`config.mk`:
```
export PLATFORM = sky130hd
export DESIGN_NAME = bfloat8_score_collector
export DESIGN_NICKNAME = d
export VERILOG_FILES = /design/src/rtl/bfloat8_score_collector.sv
export SDC_FILE = /design/constraint.sdc
export NUM_CORES = 1
export LEC_CHECK = 0
export ABC_AREA = 1
export ABC_CLOCK_PERIOD_IN_PS = 4050
export BUFFER_PORTS_ARGS = -buffer_cell sky130_fd_sc_hd__buf_2
export CAP_MARGIN = 25
export CORE_MARGIN = 8
export CORE_UTILIZATION = 35
export CTS_CLUSTER_DIAMETER = 30
export DETAILED_ROUTE_END_ITERATION = 8
export GPL_TIMING_DRIVEN = 1
export SLEW_MARGIN = 10
export SYNTH_ARGS = -nofsm -noshare
export SYNTH_HDL_FRONTEND = slang
export SYNTH_SLANG_ARGS = --single-unit
export TNS_END_PERCENT = 30
```
`constraint.sdc`:
```
create_clock -name clk -period 4.05 [get_ports clk]
set_input_delay 0.6075 -clock clk [delete_from_list [all_inputs] [get_ports clk]]
set_output_delay 0.6075 -clock clk [all_outputs]
set_load 0.02 [all_outputs]
```
`src/rtl/bfloat8_score_collector.sv`:
```
// bfloat8_score_collector
//   Collects one frame of NUM_CLASSES bfloat8 class scores from a serial
//   valid/ready stream, holds them stable on a parallel bus for an external
//   max finder, then captures the max finder's {prediction, value} and offers
//   them on a result handshake.
// Ports
//   clk, reset                    clock, asynchronous active-low reset
//   s_valid/s_data/s_last/s_ready input score stream, beat k -> slot k
//   scores                        frozen frame, slot k at [k*DATA_W +: DATA_W]
//   mf_prediction/mf_value        registered outputs of the max finder
//   res_valid/res_ready           result handshake
//   res_class/res_value           captured max-finder outputs
//   res_nomatch                   captured class equals the no-match code
//   frame_err                     sticky framing error, cleared only by reset
module bfloat8_score_collector #(
  parameter int unsigned NUM_CLASSES = 10,
  parameter int unsigned DATA_W      = 8,
  parameter int unsigned IDX_W       = 4,
  parameter int unsigned MAXF_LAT    = 1
) (
  input  logic                          clk,
  input  logic                          reset,
  input  logic                          s_valid,
  input  logic [DATA_W-1:0]             s_data,
  input  logic                          s_last,
  output logic                          s_ready,
  output logic [NUM_CLASSES*DATA_W-1:0] scores,
  input  logic [IDX_W-1:0]              mf_prediction,
  input  logic [DATA_W-1:0]             mf_value,
  output logic                          res_valid,
  input  logic                          res_ready,
  output logic [IDX_W-1:0]              res_class,
  output logic [DATA_W-1:0]             res_value,
  output logic                          res_nomatch,
  output logic                          frame_err
);

  localparam int unsigned CNT_W = (NUM_CLASSES > 1) ? $clog2(NUM_CLASSES) : 1;
  localparam int unsigned LAT_W = $clog2(MAXF_LAT + 1);
  localparam int unsigned BUS_W = NUM_CLASSES * DATA_W;

  localparam logic [CNT_W-1:0] LAST_SLOT = CNT_W'(NUM_CLASSES - 1);
  localparam logic [IDX_W-1:0] NOMATCH   = '1;

  typedef enum logic [1:0] {
    ST_COLLECT = 2'd0,
    ST_DRAIN   = 2'd1,
    ST_WAIT    = 2'd2,
    ST_RESULT  = 2'd3
  } state_t;

  state_t             state_q,       state_d;
  logic [CNT_W-1:0]   count_q,       count_d;
  logic [LAT_W-1:0]   lat_q,         lat_d;
  logic [BUS_W-1:0]   scores_q,      scores_d;
  logic               s_ready_q,     s_ready_d;
  logic               res_valid_q,   res_valid_d;
  logic [IDX_W-1:0]   res_class_q,   res_class_d;
  logic [DATA_W-1:0]  res_value_q,   res_value_d;
  logic               res_nomatch_q, res_nomatch_d;
  logic               frame_err_q,   frame_err_d;

  logic beat_c;

  // A beat is only taken while the registered ready is high.
  assign beat_c = s_valid && s_ready_q;

  // Next-state, slot write and result capture.
  always_comb begin
    state_d       = state_q;
    count_d       = count_q;
    lat_d         = lat_q;
    scores_d      = scores_q;
    res_valid_d   = res_valid_q;
    res_class_d   = res_class_q;
    res_value_d   = res_value_q;
    res_nomatch_d = res_nomatch_q;
    frame_err_d   = frame_err_q;

    case (state_q)
      ST_COLLECT: begin
        if (beat_c) begin
          for (int unsigned k = 0; k < NUM_CLASSES; k++) begin
            if (count_q == CNT_W'(k)) begin
              scores_d[k*DATA_W +: DATA_W] = s_data;
            end
          end
          if (count_q == LAST_SLOT) begin
            if (s_last) begin
              // Full frame: freeze the bus and let the max finder settle.
              state_d = ST_WAIT;
              lat_d   = LAT_W'(MAXF_LAT);
            end else begin
              // Frame overruns: discard beats until its s_last shows up.
              frame_err_d = 1'b1;
              count_d     = '0;
              state_d     = ST_DRAIN;
            end
          end else if (s_last) begin
            // Short frame: dropped, restart at slot 0.
            frame_err_d = 1'b1;
            count_d     = '0;
          end else begin
            count_d = count_q + CNT_W'(1);
          end
        end
      end

      ST_DRAIN: begin
        if (beat_c && s_last) begin
          state_d = ST_COLLECT;
        end
      end

      ST_WAIT: begin
        if (lat_q == '0) begin
          res_class_d   = mf_prediction;
          res_value_d   = mf_value;
          res_nomatch_d = (mf_prediction == NOMATCH);
          res_valid_d   = 1'b1;
          state_d       = ST_RESULT;
        end else begin
          lat_d = lat_q - LAT_W'(1);
        end
      end

      ST_RESULT: begin
        if (res_valid_q && res_ready) begin
          res_valid_d = 1'b0;
          count_d     = '0;
          state_d     = ST_COLLECT;
        end
      end

      default: begin
        state_d = ST_COLLECT;
        count_d = '0;
      end
    endcase

    // Ready is registered, so it follows the state being entered.
    s_ready_d = (state_d == ST_COLLECT) || (state_d == ST_DRAIN);
  end

  // State and output registers.
  always_ff @(posedge clk or negedge reset) begin
    if (!reset) begin
      state_q       <= ST_COLLECT;
      count_q       <= '0;
      lat_q         <= '0;
      scores_q      <= '0;
      s_ready_q     <= 1'b0;
      res_valid_q   <= 1'b0;
      res_class_q   <= NOMATCH;
      res_value_q   <= '0;
      res_nomatch_q <= 1'b0;
      frame_err_q   <= 1'b0;
    end else begin
      state_q       <= state_d;
      count_q       <= count_d;
      lat_q         <= lat_d;
      scores_q      <= scores_d;
      s_ready_q     <= s_ready_d;
      res_valid_q   <= res_valid_d;
      res_class_q   <= res_class_d;
      res_value_q   <= res_value_d;
      res_nomatch_q <= res_nomatch_d;
      frame_err_q   <= frame_err_d;
    end
  end

  assign s_ready     = s_ready_q;
  assign scores      = scores_q;
  assign res_valid   = res_valid_q;
  assign res_class   = res_class_q;
  assign res_value   = res_value_q;
  assign res_nomatch = res_nomatch_q;
  assign frame_err   = frame_err_q;

endmodule
```
==> flow_summary.json <==
{
  "placementRows": 38,
  "viasPerCell": 4.75,
  "r2r-end": "scores[19]$_DFFE_PN0P_",
  "p_per_area_nw_per_um2": 654,
  "dr.pass1.iters": 4,
  "critPathTopFamily": "simple AND/OR/NAND/NOR gates",
  "fin_skew_ns": 0.0128,
  "vias": 3229,
  "ctsResizeCount": 0,
  "outcome": "finished, final reports clean",
  "diodes": 0,
  "path_clk_slew_ns": 0.08,
  "htree_levels": 3,
  "initial_core_util_pct": 36.1,
  "postPlaceCellArea_um2": 4670,
  "p_leak_nw": 2.69,
  "cts.sinks": 103,
  "postCtsSetupRepairBufs": 0,
  "stdcell_area_um2": 4970,
  "wl_per_cell_um": 16.3,
  "vdd_drop_max_mv": 0.340,
  "fillerInstances": 1089,
  "numPortBuffers": 120,
  "cts_buffer_depth": 2,
  "antenna_found_initial": 0,
  "worst_slack_ns": 1.99,
  "slew_headroom_pct": 56.8,
  "critPathMaxFanout": 16,
  "max_freq_mhz": 486,
  "mostFrequentLayoutCell": "nand2_1",
  "crit_type": "flip-flop to flip-flop",
  "drt_wl_total_um": 11100,
  "slowest_delay_ns": 0.57,
  "grt_pass1_wl_um": 17500,
  "crit_buf_inv": 1,
  "ant_nets": 0,
  "p_total_w": 0.00325,
  "synth_seq_cells": 103,
  "worstMarginPinSlew_ns": 0.648,
  "setup_tns_ns": 0,
  "r2r_cells": 5,
  "dieArea_um2": 14900,
  "final_net_count": 564,
  "final_max_slew_viol_count": 0,
  "rsz0062_at_grt": "no",
  "grt_overflow": 0,
  "startpoint": "state_q[1]$_DFF_PN0_",
  "cp_data_required_time_ns": 4.30,
  "min_period_over_period_pct": 50.9,
  "drive_gt1_share_pct": 26.3,
  "syn_avg_cell_area_um2": 9.51,
  "pre_cts_ws_ns": 1.71,
  "reg2reg_slack_ns": 1.99,
  "clock_latency_ns": 0.34,
  "ys_types": 17,
  "cts_tree": "built",
  "die_height_um": 122,
  "reg2reg_from": "state_q[1]$_DFF_PN0_",
  "synth_warnings": 0,
  "grt_max_degree": 50,
  "core_um2": 10900,
  "path_cells": "inv_1 -> nand2_1 -> nor2_1 -> nand3_1 -> o21ai_0",
  "area_growth_pct": 25.9,
  "drc": 0,
  "synthesis.area_um2": 3950,
  "hold_viol": 0,
  "ctsHoldBuffers": 0,
  "critPathSlowestCell": "nand3_1",
  "final_cell_mix": "nand2_1, buf_2, dfrtp_1",
  "first_iter_violations": 166,
  "die-width_um": 122,
  "io_pins": 121,
  "synthCells": 415,
  "setup_viol": 0,
  "synth_seq_area_share_pct": 65.5,
  "critPathLaunchType": "flip-flop",
  "fin_crit_ns": 2.06,
  "cts_root_buf": "clkbuf_16",
  "dp.final_hpwl_um": 8000,
  "grtUsageTotal_pct": 15.0,
  "critical_path_arrival_ns": 2.31,
  "critPathCaptureType": "flip-flop",
  "timing.max_cap.violations": 0,
  "hp-class": "input port to asynchronous set/reset pin",
  "globalplace.congestion": 0.766,
  "numCtsBuffers": 9,
  "grt_pass1_vias": 3276,
  "synth_nets": 444
}
[kinds of logic after synthesis]
logic type / count (synthesis) / share of synthesized area (%)
AO/OA/AOI/OAI: 88 / 11.3
adder cells (fa/ha/maj): 4 / 1.27
buffers and inverters: 37 / 3.90
flip-flops: 103 / 65.5
AND/OR/NAND/NOR: 183 / 18.1
[sequential cells by signal (all words and copies together), names as in the netlist]
signal       cells
lat_q            1
res_value        8
count_q          4
frame_err        1
scores          80
res_nomatch      1
res_valid        1
state_q          2
res_class        4
s_ready          1
[synthesized netlist by cell type]
library cell	instances	share of area, %
nand3_1	12	1.5
o21bai_1	1	0.19
buf_4	1	0.19
dfstp_2	4	2.7
o21ai_0	84	11
ha_1	4	1.3
dfrtp_1	99	63
nand3b_1	1	0.19
nand2_1	149	14
nor2_1	19	1.8
nand3_2	1	0.25
nand4_1	1	0.16
o22ai_1	1	0.16
a21oi_1	2	0.25
buf_2	9	1.1
inv_1	24	2.3
clkbuf_1	3	0.29
[area by class of cell]
type | count | area [um2] | area share (%)
clock inverter | 6 | 62.6 | 1.26
sequential | 103 | 2580 | 52.0
clock buffer | 10 | 229 | 4.61
inverter | 24 | 90.1 | 1.81
multi-input combinational | 275 | 1210 | 24.3
timing repair buffer | 122 | 618 | 12.4
tap | 140 | 175 | 3.53
[power by group]
part / internal, W / switching (W)
registers: 0.00128 / 0.000143
logic: 0.000302 / 0.000676
clock network: 0.000436 / 0.000411
[routing by layer]
metal,GRT usage (%),share of wire (%)
met1,18.7,42
met4,5.33,1.3
met5,0,0
met2,25.6,52
met3,2.92,4.7
[through the flow]
| step | utilization, % | hold WS [ns] | std cells |
|---|---|---|---|
| after floorplan | - | 0.312 | 415 |
| after global placement | 42.7 | 0.457 | 664 |
| after detailed placement | 42.7 | 0.456 | 664 |
| after CTS | 45.4 | 0.306 | 680 |
| after global routing | 45.4 | 0.338 | 680 |
| final | 45.4 | 0.282 | 680 |
[worst reg2reg max path, stage by stage, from the launching register on]
cell and delay (ns):
dfrtp_1 0.40, inv_1 0.09, nand2_1 0.09, nor2_1 0.48
nand3_1 0.57, o21ai_0 0.35
[worst max path at each step]
| stage | end | slack, ns | cells past startpoint |
|---|---|---|---|
| global placement | scores[36]$_DFFE_PN0P_ | 1.75 | 5 |
| floorplan | scores[12]$_DFFE_PN0P_ | 2.48 | 7 |
| finish | scores[19]$_DFFE_PN0P_ | 1.99 | 5 |
| global route | scores[39]$_DFFE_PN0P_ | 1.69 | 5 |
| CTS | scores[35]$_DFFE_PN0P_ | 1.96 | 5 |
| detailed placement | scores[35]$_DFFE_PN0P_ | 1.71 | 5 |
No activity file was read; power rests on OpenSTA's default activity.
